## config.mk

```make
export PLATFORM = sky130hd
export DESIGN_NAME = idex_stage
export DESIGN_NICKNAME = d
export VERILOG_FILES = /design/src/rtl/idex_stage.sv
export SDC_FILE = /design/constraint.sdc
export NUM_CORES = 1
export LEC_CHECK = 0
export ABC_CLOCK_PERIOD_IN_PS = 4400
export CORE_ASPECT_RATIO = 0.5
export CORE_MARGIN = 10
export CORE_UTILIZATION = 45
export CTS_CLUSTER_DIAMETER = 40
export DETAILED_ROUTE_END_ITERATION = 16
export GPL_ROUTABILITY_DRIVEN = 1
export GPL_TIMING_DRIVEN = 0
export PLACE_DENSITY = 0.86
export SYNTH_ARGS = -nofsm -noshare
export SYNTH_HDL_FRONTEND = slang
export SYNTH_SLANG_ARGS = --single-unit
```

## constraint.sdc

```tcl
create_clock -name clk -period 4.4 [get_ports clk]
set_input_delay 1.1 -clock clk [delete_from_list [all_inputs] [get_ports clk]]
set_output_delay 1.1 -clock clk [all_outputs]
set_load 0.005 [all_outputs]
```

## src/rtl/idex_stage.sv

```systemverilog
// ID/EX pipeline register with load-use hazard detection, external stall hold,
// branch-flush bubble insertion and a saturating load-use bubble counter.
//
// state  | meaning
// RUN    | normal flow, ID/EX loads the decoded instruction each edge
// BUBBLE | a load-use bubble sits in EX, the dependent instruction waits in ID
// HOLD   | downstream stall, every ID/EX register frozen
module idex_stage #(
   parameter int unsigned DATA_W = 64,
   parameter logic [4:0]  ZR     = 5'b11111
) (
   input  logic              clk,
   input  logic              reset_n,
   input  logic              id_valid,
   input  logic [4:0]        id_Rn,
   input  logic [4:0]        id_Rm,
   input  logic [4:0]        id_Rd,
   input  logic              id_RegWrite,
   input  logic              id_MemRead,
   input  logic              id_MemWrite,
   input  logic              id_ALUSrc,
   input  logic              id_BR,
   input  logic [2:0]        id_ALUOp,
   input  logic [DATA_W-1:0] id_rdata1,
   input  logic [DATA_W-1:0] id_rdata2,
   input  logic [DATA_W-1:0] id_imm,
   input  logic              flush,
   input  logic              ext_stall,
   output logic              ex_valid,
   output logic [4:0]        ex_Rn,
   output logic [4:0]        ex_Rm,
   output logic [4:0]        ex_Rd,
   output logic              ex_RegWrite,
   output logic              ex_MemRead,
   output logic              ex_MemWrite,
   output logic              ex_ALUSrc,
   output logic              ex_BR,
   output logic [2:0]        ex_ALUOp,
   output logic [DATA_W-1:0] ex_rdata1,
   output logic [DATA_W-1:0] ex_rdata2,
   output logic [DATA_W-1:0] ex_imm,
   output logic              stall_if,
   output logic [1:0]        state,
   output logic [15:0]       load_use_count
);

   localparam logic [1:0] ST_RUN    = 2'b00;
   localparam logic [1:0] ST_BUBBLE = 2'b01;
   localparam logic [1:0] ST_HOLD   = 2'b10;

   typedef struct packed {
      logic       valid;
      logic [4:0] rn;
      logic [4:0] rm;
      logic [4:0] rd;
      logic       regwrite;
      logic       memread;
      logic       memwrite;
      logic       alusrc;
      logic       br;
      logic [2:0] aluop;
   } ctl_t;

   // Register indices point at XZR so forwarding never matches a bubble.
   localparam ctl_t CTL_BUBBLE = '{
      valid:    1'b0,
      rn:       ZR,
      rm:       ZR,
      rd:       ZR,
      regwrite: 1'b0,
      memread:  1'b0,
      memwrite: 1'b0,
      alusrc:   1'b0,
      br:       1'b0,
      aluop:    3'b000
   };

   ctl_t              ctl_q;
   ctl_t              ctl_d;
   ctl_t              ctl_id;
   logic [DATA_W-1:0] rdata1_q;
   logic [DATA_W-1:0] rdata1_d;
   logic [DATA_W-1:0] rdata2_q;
   logic [DATA_W-1:0] rdata2_d;
   logic [DATA_W-1:0] imm_q;
   logic [DATA_W-1:0] imm_d;
   logic [1:0]        state_q;
   logic [1:0]        state_d;
   logic [15:0]       lu_cnt_q;
   logic [15:0]       lu_cnt_d;

   logic              load_in_ex;
   logic              use_rn;
   logic              use_rm;
   logic              use_rd;
   logic              hazard_raw;
   logic              hazard;
   logic              cnt_sat;

   always_comb begin
      ctl_id.valid    = id_valid;
      ctl_id.rn       = id_Rn;
      ctl_id.rm       = id_Rm;
      ctl_id.rd       = id_Rd;
      ctl_id.regwrite = id_RegWrite;
      ctl_id.memread  = id_MemRead;
      ctl_id.memwrite = id_MemWrite;
      ctl_id.alusrc   = id_ALUSrc;
      ctl_id.br       = id_BR;
      ctl_id.aluop    = id_ALUOp;
   end

   assign load_in_ex = ctl_q.valid & ctl_q.memread & (ctl_q.rd != ZR);
   assign use_rn     = (id_Rn == ctl_q.rd);
   assign use_rm     = (id_Rm == ctl_q.rd) & ~id_ALUSrc;
   assign use_rd     = id_MemWrite & (id_Rd == ctl_q.rd);
   assign hazard_raw = load_in_ex & id_valid & (use_rn | use_rm | use_rd);
   assign hazard     = hazard_raw & ~flush;

   // Gated with reset_n so the hold request drops while reset is asserted.
   assign stall_if   = reset_n & (ext_stall | hazard);

   assign cnt_sat    = (lu_cnt_q == 16'hFFFF);

   always_comb begin
      ctl_d    = ctl_q;
      rdata1_d = rdata1_q;
      rdata2_d = rdata2_q;
      imm_d    = imm_q;
      state_d  = state_q;
      lu_cnt_d = lu_cnt_q;

      if (flush) begin
         ctl_d   = CTL_BUBBLE;
         state_d = ST_RUN;
      end else if (ext_stall) begin
         state_d = ST_HOLD;
      end else if (hazard) begin
         ctl_d   = CTL_BUBBLE;
         state_d = (state_q == ST_RUN) ? ST_BUBBLE : ST_RUN;
         if (!cnt_sat) begin
            lu_cnt_d = lu_cnt_q + 16'd1;
         end
      end else begin
         ctl_d    = ctl_id;
         rdata1_d = id_rdata1;
         rdata2_d = id_rdata2;
         imm_d    = id_imm;
         state_d  = ST_RUN;
      end
   end

   always_ff @(posedge clk or negedge reset_n) begin
      if (!reset_n) begin
         ctl_q    <= CTL_BUBBLE;
         rdata1_q <= '0;
         rdata2_q <= '0;
         imm_q    <= '0;
         state_q  <= ST_RUN;
         lu_cnt_q <= 16'd0;
      end else begin
         ctl_q    <= ctl_d;
         rdata1_q <= rdata1_d;
         rdata2_q <= rdata2_d;
         imm_q    <= imm_d;
         state_q  <= state_d;
         lu_cnt_q <= lu_cnt_d;
      end
   end

   assign ex_valid       = ctl_q.valid;
   assign ex_Rn          = ctl_q.rn;
   assign ex_Rm          = ctl_q.rm;
   assign ex_Rd          = ctl_q.rd;
   assign ex_RegWrite    = ctl_q.regwrite;
   assign ex_MemRead     = ctl_q.memread;
   assign ex_MemWrite    = ctl_q.memwrite;
   assign ex_ALUSrc      = ctl_q.alusrc;
   assign ex_BR          = ctl_q.br;
   assign ex_ALUOp       = ctl_q.aluop;
   assign ex_rdata1      = rdata1_q;
   assign ex_rdata2      = rdata2_q;
   assign ex_imm         = imm_q;
   assign state          = state_q;
   assign load_use_count = lu_cnt_q;

endmodule

```

==> results of run 1 <==
==> layout make-up <==
cell class                 count  share of cell area, %
clock buffer                  30                   4.27
antenna                        1                 0.0158
sequential                   234                   37.2
tap                          300                   2.38
multi-input combinational    346                   23.8
inverter                       4                 0.0951
timing repair buffer         457                   29.1
buffer                        36                   1.95
clock inverter                16                   1.20
==> placed cells by master (no fill, tap or decap), types with 2 or more instances in the layout <==
cell,synthesis,final
clkdlybuf4s50_1,0,451
dfrtp_1,219,219
mux2_4,162,162
clkbuf_16,0,25
nor2_1,23,23
xor2_1,20,20
buf_6,20,20
nand2_1,18,18
mux2_1,18,18
nand3_1,15,15
a2bb2oi_1,15,15
or2_2,15,15
dfstp_2,15,15
mux2_2,13,13
xnor2_1,10,10
clkbuf_1,8,9
buf_4,5,9
a21oi_1,9,9
nor3_1,9,7
nor4_1,6,6
clkinv_2,0,6
nand4_1,3,3
inv_1,3,3
inv_6,0,3
clkbuf_8,0,3
bufinv_16,0,3
nor3_4,0,2
and3_1,2,2
buf_2,2,2
==> cells by family (layout without fill, tap and decap cells) <==
group           count (synthesis)  after routing  share of synthesized area (%)
compound gates                 29             29                           2.28
fa+ha+maj                       1              1                          0.126
xor+xnor                       30             30                           2.64
buf+inv                        41            543                           3.29
mux                           193            193                           28.0
flops                         234            234                           59.1
simple gates                   93             93                           4.56
other cells                     0              1                              0
==> synth_stat cells (all sizes together) <==
master and n:
o31ai 2, nand2 19, xor2 20, a311oi 1
ha 1, dfrtp 219, nor4 6, xnor2 10
nand3 15, inv 3, a21oi 9, nor2 23
clkbuf 9, and4b 1, mux2 193, nand4 3
dfstp 15, clkinv 1, a2bb2oi 15, and3 2
or2 15, o21ai 1, nor3 9, buf 28
a21boi 1
==> registers in the layout (all words and copies together) (netlist names), 3 cells and up <==
register / flops
load_use_count: 16
ex_Rn: 5
ex_Rm: 5
ex_rdata1: 64
ex_rdata2: 64
ex_Rd: 5
ex_imm: 64
ex_ALUOp: 3
==> metal layers <==
layer	part of all wire (%)	up-vias	wire length, microns	GRT usage (%)
met2	55	215	19500	45.2
met5	0	-	0	0
li1	-	3134	-	-
met1	36	3612	12800	26.6
met4	3.6	0	1270	8.23
met3	4.8	68	1690	5.10
==> timing repair <==
item	in CTS	in global routing
endpoints found under the setup margin	1	1
setup buffers	1	3
pin swaps	1	1
hold buffers	0	0
gates resized for setup	3	3
==> through the flow <==
stage	hold slack [ps]	util [%]	instance area, sq um
final	427	72.8	15800
after global routing	448	72.8	15800
after CTS	434	72.7	15800
after detailed placement	425	68.6	14900
after global placement	424	68.4	14800
after floorplan	436	-	9940
==> critical path, delay by kind of cell <==
kind	cells	cell delay (ps)
buffers and inverters	2	1000
XOR/XNOR	1	160
AO/OA/AOI/OAI	2	300
AND/OR/NAND/NOR	2	500
==> report_power, final <==
group          switching (mW)  internal [mW]  total, mW
Clock                   0.915           1.29       2.21
Sequential              0.190           2.43       2.62
Combinational           0.449           1.01       1.46
==> worst paths after layout <==
kind,end,cells past startpoint
max,stall_if,7
min,state[0],1
max reg2reg,ex_imm[43],10
min reg2reg,state[0],1
max in group asynchronous,ex_rdata2[20],2
min in group asynchronous,ex_rdata1[10],1
==> reports/metrics.yaml, run 1 <==
outcome: "finished, final reports clean"
slew_viol_final: 0
routed_wl_mm: 35.3
clkLatencyLatePin_ps: 520
vias: 7029
dp_cells: 1374
grt_max_degree: 129
die_h_microns: 125
wire_per_inst_microns: 24.8
p_total_mw: 6.28
worstPathArrival_ps: 3060
cts_sinks: 234
synth_seq_cells: 234
period_needed_ps: 4160
fin_cells: 1424
r2r-start: "ex_Rd[1]"
finalHoldViolations: 0
skew_ps: 17.6
viasPerCell: 4.94
fmax_mhz: 240
drive_above_1_share_pct: 25.6
grt.overflow.total: 0
cp_slowest_cell: "clkdlybuf4s50_1"
grt_pass1_wl_mm: 53.3
multiInputGateArea_sq_um: 3760
leakage_nw: 7.15
required_ps: 3300
postRouteAntennaNets: 0
track_usage_pct: 24.1
htree_levels: 1
crit_path_cell_trace: "clkdlybuf4s50_1 -> xor2_1 -> nor4_1 -> and3_1 -> o31ai_4 -> a21boi_0 -> clkdlybuf4s50_1"
period_share_pct: 94.6
relSlewSlack_pct: 30.4
ir_drop_v: 0.000257
maxCapViolCount: 0
synthesis.area_sq_um: 9940
power.density_nw_per_um2: 398
dr.pass1.iters: 4
setup-tns-final_ps: 0
ys_warn_count: 0
place.gp.congestion: 0.915
port_buffers: 452
numCtsBuffers: 25
crit_type: "input port to output pin"
initial_core_util_pct: 45.8
path_common_cell: "clkdlybuf4s50_1"
synth_area_leader_cell: "dfrtp_1"
ios: 455
drc_errors: 0
r2r_setup_slack_ps: 1660
row_count: 38
fill_cells: 1476
syn_to_final_growth_pct: 58.9
die_width_microns: 230
setup_viol: 0
pre_cts_slack_ps: -216
startpoint_type: "input port"
hold_class: "flop to flop"
core_area_sq_um: 21700
dpl.hpwl_mm: 27.7
regArea_sq_um: 5870
synth_top_area_share_pct: 55.1
antenna_found_initial: 1
critPathMaxFanout: 6
dieArea_sq_um: 28800
syn_inst: 621
tightest_slew_ps: 1030
max_stage_delay_ps: 530
drt_iter0_drc: 514
crit_start: "id_Rd[0]"
synth.area.top_cells: "dfrtp_1, mux2_4, dfstp_2"
synth_nets: 842
rsz0062_at_grt: "false"
ys_types: 33
clockBufferDepth: 3
clkTransAtPathRegs_ps: 60
ys_seq_area_share_pct: 59.1
ctsRootBufferMaster: "clkbuf_16"
worstSetupEndpointType: "output pin"
layout.nets: 1325
layout_setup_ws_ps: 237
hold_start: "state[0]"
grt_pass1_vias: 7938
synth.avg_cell_area_sq_um: 16.0
cts_tree: "built"
(Power assumes the default switching activity.)
==> run 2, diff against run 1 <==
- ABC_AREA: default -> 1
- CELL_PAD_IN_SITES_DETAIL_PLACEMENT: default -> 2
- CELL_PAD_IN_SITES_GLOBAL_PLACEMENT: default -> 2
- CORE_UTILIZATION: 45 -> 25
- PLACE_DENSITY: 0.86 -> default
- PLACE_DENSITY_LB_ADDON: default -> 0.1
==> reports/metrics.yaml, run 2 <==
outcome: "finished, final reports clean"
grt.overflow.total: 0  # unchanged
clkTransAtPathRegs_ps: 50  # about the same
place.gp.congestion: 0.796  # -13%
die_h_microns: 163  # +31%
slew_viol_final: 0  # unchanged
synth_flop_cell: "dfrtp_1"
required_ps: 3300  # about the same
numCtsBuffers: 36  # +44%
rsz0062_at_grt: "false"
pre_cts_slack_ps: -88.1  # +128 ps
cts_tree: "built"
ctsRootBufferMaster: "clkbuf_16"
leakage_nw: 7.80  # +9.2%
crit_type: "input port to output pin"
grt_pass1_wl_mm: 75.6  # +42%
period_needed_ps: 4230  # +66.2 ps
p_total_mw: 6.84  # +8.9%
antenna_found_initial: 15  # +14
drt_iter0_drc: 362  # -30%
initial_core_util_pct: 25.4  # -20 points
dieArea_sq_um: 50000  # +74%
layout.nets: 1890  # +43%
yosysMostFrequentCell: "nand2_1"
postCtsSetupRepairBufs: 0  # -1
port_buffers: 452  # unchanged
ys_types: 23  # -30%
postRouteAntennaNets: 0  # unchanged
synthesis.area_sq_um: 10300  # +3.3%
dpl.hpwl_mm: 38.1  # +38%
grt_pass1_vias: 12291  # +55%
top_layer_used: "met4"
vias: 10631  # +51%
async_flop_share_pct: 100  # unchanged
dp_cells: 2171  # +58%
relSlewSlack_pct: 44.1  # +14 points
ys_warn_count: 0  # unchanged
ios: 455  # unchanged
die_width_microns: 307  # +33%
stdcell_area_sq_um: 16800  # +6.6%
grt_max_degree: 109  # -16%
worstPathArrival_ps: 3130  # +70 ps
synth.area.top_cells: "dfrtp_1, nand2_1, nand4_1"
drive_above_1_share_pct: 8.32  # -17 points
htree_levels: 2  # +1
startpoint_type: "input port"
clockBufferDepth: 3  # unchanged
postCtsResizedCells: 1  # -2
wl_met2_mm: 27.6  # +42%
syn_inst: 1177  # +90%
critPathMaxFanout: 10  # +4
power.density_nw_per_um2: 407  # +2.2%
routed_wl_mm: 49.9  # +42%
setup_viol: 0  # unchanged
wl_met1_mm: 18.2  # +42%
cts_sinks: 234  # unchanged
cts_hold_buf: 0  # unchanged
final_cell_mix: "nand2_1, clkdlybuf4s50_1, dfrtp_1"
worstSetupEndpointType: "output pin"
synth_top_area_share_pct: 53.4  # -1.7 points
finalHoldViolations: 0  # unchanged
synth-edff-count: 0  # unchanged
drc_errors: 0  # unchanged
fill_cells: 4411  # +200%
final_common_cell: "nand2_1"
fin_cells: 2250  # +58%
ys_seq_area_share_pct: 57.2  # -1.9 points
synthTopCellsByCount: "nand2_1, dfrtp_1, nand4_1, clkbuf_1, nor3_1"
period_share_pct: 96.1  # +1.5 points
met3_length_mm: 1.80  # +6.8%
place_area_sq_um: 15500  # +4.4%
synth_nets: 1398  # +66%
synth_seq_cells: 234  # unchanged
tightest_slew_ps: 838  # -196 ps
wire_per_inst_microns: 22.2  # -10%
dr.pass1.iters: 4  # unchanged
skew_ps: 20.1  # +2.47 ps
clkLatencyLatePin_ps: 510  # about the same
syn_to_final_growth_pct: 64.0
ir_drop_v: 0.000192  # -25%
viasPerCell: 4.72  # -4.3%
synth.avg_cell_area_sq_um: 8.72  # -46%
fmax_mhz: 236  # -1.6%
layout_setup_ws_ps: 171  # -66.2 ps
row_count: 52  # +37%
maxCapViolCount: 0  # unchanged
hold_class: "input port to async pin"
core_area_sq_um: 40500  # +87%
track_usage_pct: 19.4  # -4.7 points
synth_area_leader_cell: "dfrtp_1"
## run 2: changes by cell type after synthesis, moves of 24 or more
cell / change
buf_2: +26
nand4_1: +201
clkbuf_1: +32
mux2_4: -162
inv_1: +24
nand2_1: +483
## run 2: worst paths after layout
kind / start / depth (start not counted) / slack [ps] / end
setup / recovery: id_Rn[0] / 11 / 170 / stall_if
hold / removal: reset_n / 1 / 460 / ex_rdata1[24]
setup reg to reg: ex_Rd[2] / 10 / 2110 / ex_rdata1[55]
hold reg to reg: ex_rdata1[36] / 2 / 470 / ex_rdata1[36]
max in group asynchronous: reset_n / 3 / 2600 / ex_imm[52]
min in group clk: ex_rdata1[36] / 2 / 470 / ex_rdata1[36]
## run 2: cells by family (layout without fill, tap and decap cells)
| logic type | Yosys count | after routing | synth area share, % |
|---|---|---|---|
| xor+xnor | 13 | 13 | 1.11 |
| flops | 234 | 234 | 57.2 |
| buf+inv | 132 | 650 | 6.34 |
| fa+ha+maj | 1 | 1 | 0.122 |
| simple gates | 780 | 780 | 34.2 |
| compound gates | 17 | 17 | 0.975 |
| other cells | 0 | 15 | 0 |
## run 2: worst max-delay path: stages
cell and delay [ps]:
clkdlybuf4s50_1 520, inv_1 60, nand2_1 60, nand2_1 60
nor2_1 130, nand3_1 110, nand3_2 170, nand2_2 140
buf_2 240, a21boi_0 180, dlygate4sd2_1 360
## run 2: cell type report
cell class	count	area (sq um)	area share [%]
flip-flops and latches	234	5870	34.9
repair buffers	454	4580	27.2
multi-input cells	811	3740	22.2
clock buffers	43	1010	5.99
well taps	540	676	4.02
plain buffers	98	523	3.11
clock inverters	21	259	1.54
inverters	34	128	0.758
diodes	15	37.5	0.223
## run 2: where the power goes
| part | internal, mW | switching, mW |
|---|---|---|
| Combinational | 0.706 | 0.555 |
| Clock | 1.94 | 1.11 |
| Sequential | 2.39 | 0.141 |
## run 2: stage by stage
stage / utilization, % / setup TNS [ps] / hold slack [ps]
6_report: 41.6 / 0 / 463
5_1_grt: 41.6 / 0 / 455
4_1_cts: 41.5 / 0 / 453
3_5_place_dp: 38.4 / -88.1 / 462
3_3_place_gp: 38.2 / -1983800 / 454
2_1_floorplan: - / 0 / 465
## run 2: routing by layer
| layer | up-vias | track usage (%) |
|---|---|---|
| met2 | 231 | 37.6 |
| met3 | 109 | 3.86 |
| met1 | 5344 | 19.5 |
| met5 | - | 0 |
| li1 | 4947 | - |
| met4 | 0 | 10.3 |
